File: src/rtl/ram_arb_pkg.sv
// Shared types and constants for the two-port RAM arbiter.
// Holds the transaction state encoding and the address range helper.
package ram_arb_pkg;

    localparam int NUM_PORTS = 2;
    localparam int DATA_W    = 16;
    localparam int ADDR_W    = 16;

    typedef enum logic [1:0] {
        IDLE   = 2'd0,
        ACCESS = 2'd1,
        RESP   = 2'd2
    } arb_state_e;

    // Full-width unsigned compare; addresses never wrap into the RAM.
    function automatic logic addr_in_range(input logic [ADDR_W-1:0] addr,
                                           input int unsigned       mem_size);
        return 32'(addr) < mem_size;
    endfunction

endpackage

File: src/rtl/rr_arbiter_2.sv
// Two-requester round-robin grant logic; purely combinational.
// The caller owns the priority pointer and decides when it advances.
module rr_arbiter_2
    import ram_arb_pkg::*;
(
    input  logic [NUM_PORTS-1:0] i_req,
    input  logic                 i_ptr,
    output logic [NUM_PORTS-1:0] o_grant
);

    // A port wins when it is alone, or when both ask and it holds priority.
    for (genvar gi = 0; gi < NUM_PORTS; gi++) begin : g_grant
        assign o_grant[gi] = i_req[gi] & (~i_req[NUM_PORTS-1-gi] | (i_ptr == 1'(gi)));
    end

endmodule

File: src/rtl/ram_port_arbiter.sv
// Shares a single-port, 1-cycle-latency RAM between a CPU port and a DMA port.
// One transaction in flight: grant (IDLE) -> RAM access (ACCESS) -> response (RESP).
module ram_port_arbiter
    import ram_arb_pkg::*;
#(
    parameter int unsigned MEMORY_SIZE = 512
) (
    input  logic              clk,
    input  logic              reset,

    input  logic              p0_req,
    input  logic              p0_we,
    input  logic [ADDR_W-1:0] p0_addr,
    input  logic [DATA_W-1:0] p0_wdata,
    output logic              p0_ack,
    output logic              p0_rsp_valid,
    output logic [DATA_W-1:0] p0_rsp_data,
    output logic              p0_err,

    input  logic              p1_req,
    input  logic              p1_we,
    input  logic [ADDR_W-1:0] p1_addr,
    input  logic [DATA_W-1:0] p1_wdata,
    output logic              p1_ack,
    output logic              p1_rsp_valid,
    output logic [DATA_W-1:0] p1_rsp_data,
    output logic              p1_err,

    output logic              ram_we,
    output logic [DATA_W-1:0] ram_wdata,
    output logic [ADDR_W-1:0] ram_addr,
    input  logic [DATA_W-1:0] ram_rdata,

    output logic              busy
);

    arb_state_e r_state;
    arb_state_e w_state_next;

    logic                 r_ptr;
    logic                 r_port;
    logic                 r_we;
    logic                 r_err;
    logic                 r_ram_we;
    logic [ADDR_W-1:0]    r_ram_addr;
    logic [DATA_W-1:0]    r_ram_wdata;

    logic [NUM_PORTS-1:0] w_req;
    logic [NUM_PORTS-1:0] w_grant;
    logic                 w_take;
    logic                 w_sel_we;
    logic [ADDR_W-1:0]    w_sel_addr;
    logic [DATA_W-1:0]    w_sel_wdata;
    logic                 w_in_range;

    logic [NUM_PORTS-1:0] w_ack;
    logic [NUM_PORTS-1:0] w_rsp_valid;
    logic [DATA_W-1:0]    w_rsp_data;
    logic                 w_rsp_err;
    logic [DATA_W-1:0]    w_port_data [NUM_PORTS];
    logic [NUM_PORTS-1:0] w_port_err;

    assign w_req = {p1_req, p0_req};

    rr_arbiter_2 u_rr (
        .i_req   (w_req),
        .i_ptr   (r_ptr),
        .o_grant (w_grant)
    );

    assign w_take      = (r_state == IDLE) && (|w_req);
    assign w_sel_we    = w_grant[1] ? p1_we    : p0_we;
    assign w_sel_addr  = w_grant[1] ? p1_addr  : p0_addr;
    assign w_sel_wdata = w_grant[1] ? p1_wdata : p0_wdata;
    assign w_in_range  = addr_in_range(w_sel_addr, MEMORY_SIZE);

    always_ff @(posedge clk) begin
        if (reset) begin
            r_state <= IDLE;
        end else begin
            r_state <= w_state_next;
        end
    end

    always_comb begin
        w_state_next = r_state;
        case (r_state)
            IDLE:    if (|w_req) w_state_next = ACCESS;
            ACCESS:  w_state_next = RESP;
            RESP:    w_state_next = IDLE;
            default: w_state_next = IDLE;
        endcase
    end

    // Acks and responses are suppressed while reset is high so an aborted
    // transaction never reports back.
    always_comb begin
        w_ack       = '0;
        w_rsp_valid = '0;
        w_rsp_data  = '0;
        w_rsp_err   = 1'b0;
        if (!reset) begin
            case (r_state)
                IDLE: w_ack = w_grant;
                RESP: begin
                    w_rsp_valid[r_port] = 1'b1;
                    w_rsp_data          = (r_err || r_we) ? '0 : ram_rdata;
                    w_rsp_err           = r_err;
                end
                default: ;
            endcase
        end
    end

    always_ff @(posedge clk) begin
        if (reset) begin
            r_ptr       <= 1'b0;
            r_port      <= 1'b0;
            r_we        <= 1'b0;
            r_err       <= 1'b0;
            r_ram_we    <= 1'b0;
            r_ram_addr  <= '0;
            r_ram_wdata <= '0;
        end else if (w_take) begin
            // Pointer moves to whichever port did not win this grant.
            r_ptr       <= w_grant[0];
            r_port      <= w_grant[1];
            r_we        <= w_sel_we;
            r_err       <= ~w_in_range;
            r_ram_we    <= w_sel_we & w_in_range;
            r_ram_addr  <= w_in_range ? w_sel_addr  : '0;
            r_ram_wdata <= w_in_range ? w_sel_wdata : '0;
        end else if (r_state == ACCESS) begin
            r_ram_we    <= 1'b0;
        end
    end

    for (genvar gi = 0; gi < NUM_PORTS; gi++) begin : g_rsp
        assign w_port_data[gi] = w_rsp_valid[gi] ? w_rsp_data : '0;
        assign w_port_err[gi]  = w_rsp_valid[gi] & w_rsp_err;
    end

    assign p0_ack       = w_ack[0];
    assign p0_rsp_valid = w_rsp_valid[0];
    assign p0_rsp_data  = w_port_data[0];
    assign p0_err       = w_port_err[0];

    assign p1_ack       = w_ack[1];
    assign p1_rsp_valid = w_rsp_valid[1];
    assign p1_rsp_data  = w_port_data[1];
    assign p1_err       = w_port_err[1];

    assign ram_we    = r_ram_we;
    assign ram_addr  = r_ram_addr;
    assign ram_wdata = r_ram_wdata;
    assign busy      = (r_state != IDLE);

endmodule

File: config.mk
export PLATFORM = sky130hd
export DESIGN_NAME = ram_port_arbiter
export DESIGN_NICKNAME = d
export VERILOG_FILES = /design/src/rtl/ram_arb_pkg.sv /design/src/rtl/rr_arbiter_2.sv /design/src/rtl/ram_port_arbiter.sv
export SDC_FILE = /design/constraint.sdc
export NUM_CORES = 1
export LEC_CHECK = 0
export ABC_CLOCK_PERIOD_IN_PS = 3600
export CORE_AREA = 2 2 87 72
export CTS_CLUSTER_SIZE = 10
export DETAILED_ROUTE_END_ITERATION = 6
export DIE_AREA = 0 0 89 74
export GPL_ROUTABILITY_DRIVEN = 0
export PLACE_DENSITY = 0.85
export RECOVER_POWER = 100
export SLEW_MARGIN = 10
export SYNTH_ARGS = -nofsm -noshare
export SYNTH_HDL_FRONTEND = slang
export SYNTH_SLANG_ARGS = --single-unit
File: constraint.sdc
create_clock -name clk -period 3.6 [get_ports clk]
set_clock_uncertainty 0.1 [all_clocks]
set_input_delay 0.72 -clock clk [delete_from_list [all_inputs] [get_ports clk]]
set_output_delay 0.72 -clock clk [all_outputs]
set_load 0.005 [all_outputs]
==> out/qor.yml <==
cts_tree: "yes"
maxSlewViolCount: 0
worstSetupPathType: "in2out"
clkTransAtPathRegs_ps: 70
fp.dieH_um: 74
synth_cells: 236
worstPathRequired_ps: 2780
boundaryPins: 158
vias: 2327
worst-r2r-setup-slack_ps: 1080
drive_gt1_frac: 0.0724
rr_worst_depth: 5
diodes: 0
slowest_stage: "dlygate4sd3_1"
clock-sinks: 39
whs_path_depth: 1
slew_headroom: 0.193
rsz0062_at_grt: "no"
tns_ps: 0
p_leak_nw: 1.65
p_sw_mw: 0.304
crit_path_max_incr_delay_ps: 560
max_freq_mhz: 291
drtPass1Iterations: 4
critPathMaxFanout: 18
hold_viol_final: 0
synth_fp_nets: 322
post-route-period-util: 0.954
num_rows: 25
portBuffers: 157
powerDensity_nw_per_um2: 292
outcome: "completed"
htreeDepth: 2
cts_resized: 0
syn2layout_area_growth_pct: 82.5
synth_seq_cells: 39
cp-start-kind: "input pin"
fp.dieW_um: 89
pwr-share-seq: 0.444
grt_max_degree: 40
ys_warn_count: 0
layout_common_cells: "clkdlybuf4s50_1 (104), dlygate4sd3_1 (53), dfxtp_1 (39), nor2_1 (32), and3_1 (32)"
root_buffer: "clkbuf_8"
synth-xor-area-share: 0
fill_cells: 516
grt.total_usage: 0.212
syn_area_per_cell_um2: 8.55
vias_per_cell: 4.97
wirelength_um: 7090
setup_viol: 0
synth-compound-area-share: 0.206
core_area_um2: 5760
antenna_found_initial: 0
first_global_vias: 2147
hold_class: "reg2reg"
irDropWorstVdd_uv: 164
worst_pin_slew_ps: 1210
synth_area_um2: 2020
hpwlAfterDp_um: 5440
synth_simple_gate_area_frac: 0.350
nets: 472
ys_types: 31
final_common_cell: "clkdlybuf4s50_1"
synth_top_family_by_area: "simple AND/OR/NAND/NOR gates"
globalRouteOverflowTotal: 0
ant_nets: 0
post_cts_buffers: 0
pwr-share-clk: 0.261
drv_cap: 0
initial_core_util: 0.351
cp_cell_sequence: "clkdlybuf4s50_1, nor4bb_1, clkbuf_2, and3_1, dlygate4sd3_1"
synthAdderAreaFrac: 0
grt_pass1_wl_um: 10900
synth-seq-area-share: 0.387
die-area_um2: 6590
ctsLongestPathBuffers: 2
power.total_mw: 1.07
cp-end-kind: "output pin"
power_frac_comb: 0.295
routedWlPerCell_um: 15.2
period_minus_slack_ps: 3440
synth_mux_area_frac: 0.00496
switching_share: 0.283
numCtsBuffers: 5
hold_buffers: 0
clk_latency_ps: 290
drt-initial-drc-count: 83
cp.arrival_ps: 2620
p_int_mw: 0.770
postLayoutCoreUtil: 0.640
drc: 0
## metal layers
metal,GRT usage,part of all wire
met1,0.271,0.44
met2,0.362,0.49
met3,0.0466,0.063
met4,0.0630,0.016
met5,0,0
## layout make-up
type / count / area [um2] / share of cell area
Sequential cell: 39 / 781 / 0.212
Multi-Input combinational cell: 174 / 1080 / 0.293
Tap cell: 81 / 101 / 0.0275
Clock inverter: 1 / 5.00 / 0.00136
Clock buffer: 7 / 76.3 / 0.0207
Inverter: 1 / 3.75 / 0.00102
Timing Repair Buffer: 165 / 1640 / 0.445
## registers in the layout (all words and copies together) (netlist names)
register   count
ram_addr      16
ram_wdata     16
r_state        2
r_err          1
r_port         1
r_ptr          1
r_we           1
ram_we         1
## cell families (layout without fill, tap and decap cells)
| family | Yosys count | count (layout) |
|---|---|---|
| simple gates | 140 | 140 |
| flops | 39 | 39 |
| compound gates | 33 | 33 |
| buf+inv | 23 | 174 |
| mux | 1 | 1 |
## metrics by stage
step	std cells	area (um2)	hold WS (ps)	setup WS, ps
6_report	468	3680	356	164
5_1_grt	468	3680	371	121
4_1_cts	468	3750	367	324
3_5_place_dp	460	3670	344	341
3_3_place_gp	460	3670	341	400
2_1_floorplan	236	2020	336	998
## worst paths after layout
kind                     start        endpoint
setup / recovery         reset  p1_rsp_data[1]
hold reg to reg   ram_addr[10]    ram_addr[10]
setup reg to reg    r_state[0]           r_ptr
hold / removal    ram_addr[10]    ram_addr[10]
## critical path, delay by kind of cell
kind	cells	cell delay, ps
buffers and inverters	3	1390
AND/OR/NAND/NOR	2	510
## synth_stat cells
master | instances | area share
or2_2 | 2 | 0.0062
clkbuf_1 | 16 | 0.030
or3_1 | 1 | 0.0031
a21oi_1 | 1 | 0.0025
nor2_1 | 31 | 0.058
nand4b_1 | 1 | 0.0043
a311oi_1 | 5 | 0.022
and3_1 | 32 | 0.099
dfxtp_1 | 39 | 0.39
nor4_1 | 1 | 0.0031
nand4_1 | 1 | 0.0031
a31o_4 | 1 | 0.0087
a211oi_1 | 1 | 0.0037
nor2_2 | 1 | 0.0031
or4_1 | 1 | 0.0037
inv_1 | 1 | 0.0019
a2111oi_0 | 1 | 0.0043
nand2b_1 | 2 | 0.0062
o41ai_1 | 1 | 0.0043
mux2i_1 | 1 | 0.0050
and2_1 | 10 | 0.031
nand2_1 | 27 | 0.050
a311oi_2 | 20 | 0.15
nand3_1 | 26 | 0.064
nor4bb_1 | 1 | 0.0050
nor4b_1 | 1 | 0.0043
a211o_1 | 1 | 0.0043
buf_6 | 2 | 0.011
buf_2 | 4 | 0.0099
nor3_1 | 2 | 0.0050
a21o_1 | 2 | 0.0074
## power groups by stage
| stage | clock network, mW | logic [mW] | registers, mW |
|---|---|---|---|
| after detailed placement | 0 | 0.340 | 0.488 |
| after global placement | 0 | 0.335 | 0.487 |
| final | 0.280 | 0.317 | 0.477 |
| after global routing | 0.303 | 0.349 | 0.480 |
| after floorplan | 0 | 0.154 | 0.487 |
| after CTS | 0.289 | 0.342 | 0.478 |
(Power assumes the default switching activity.)
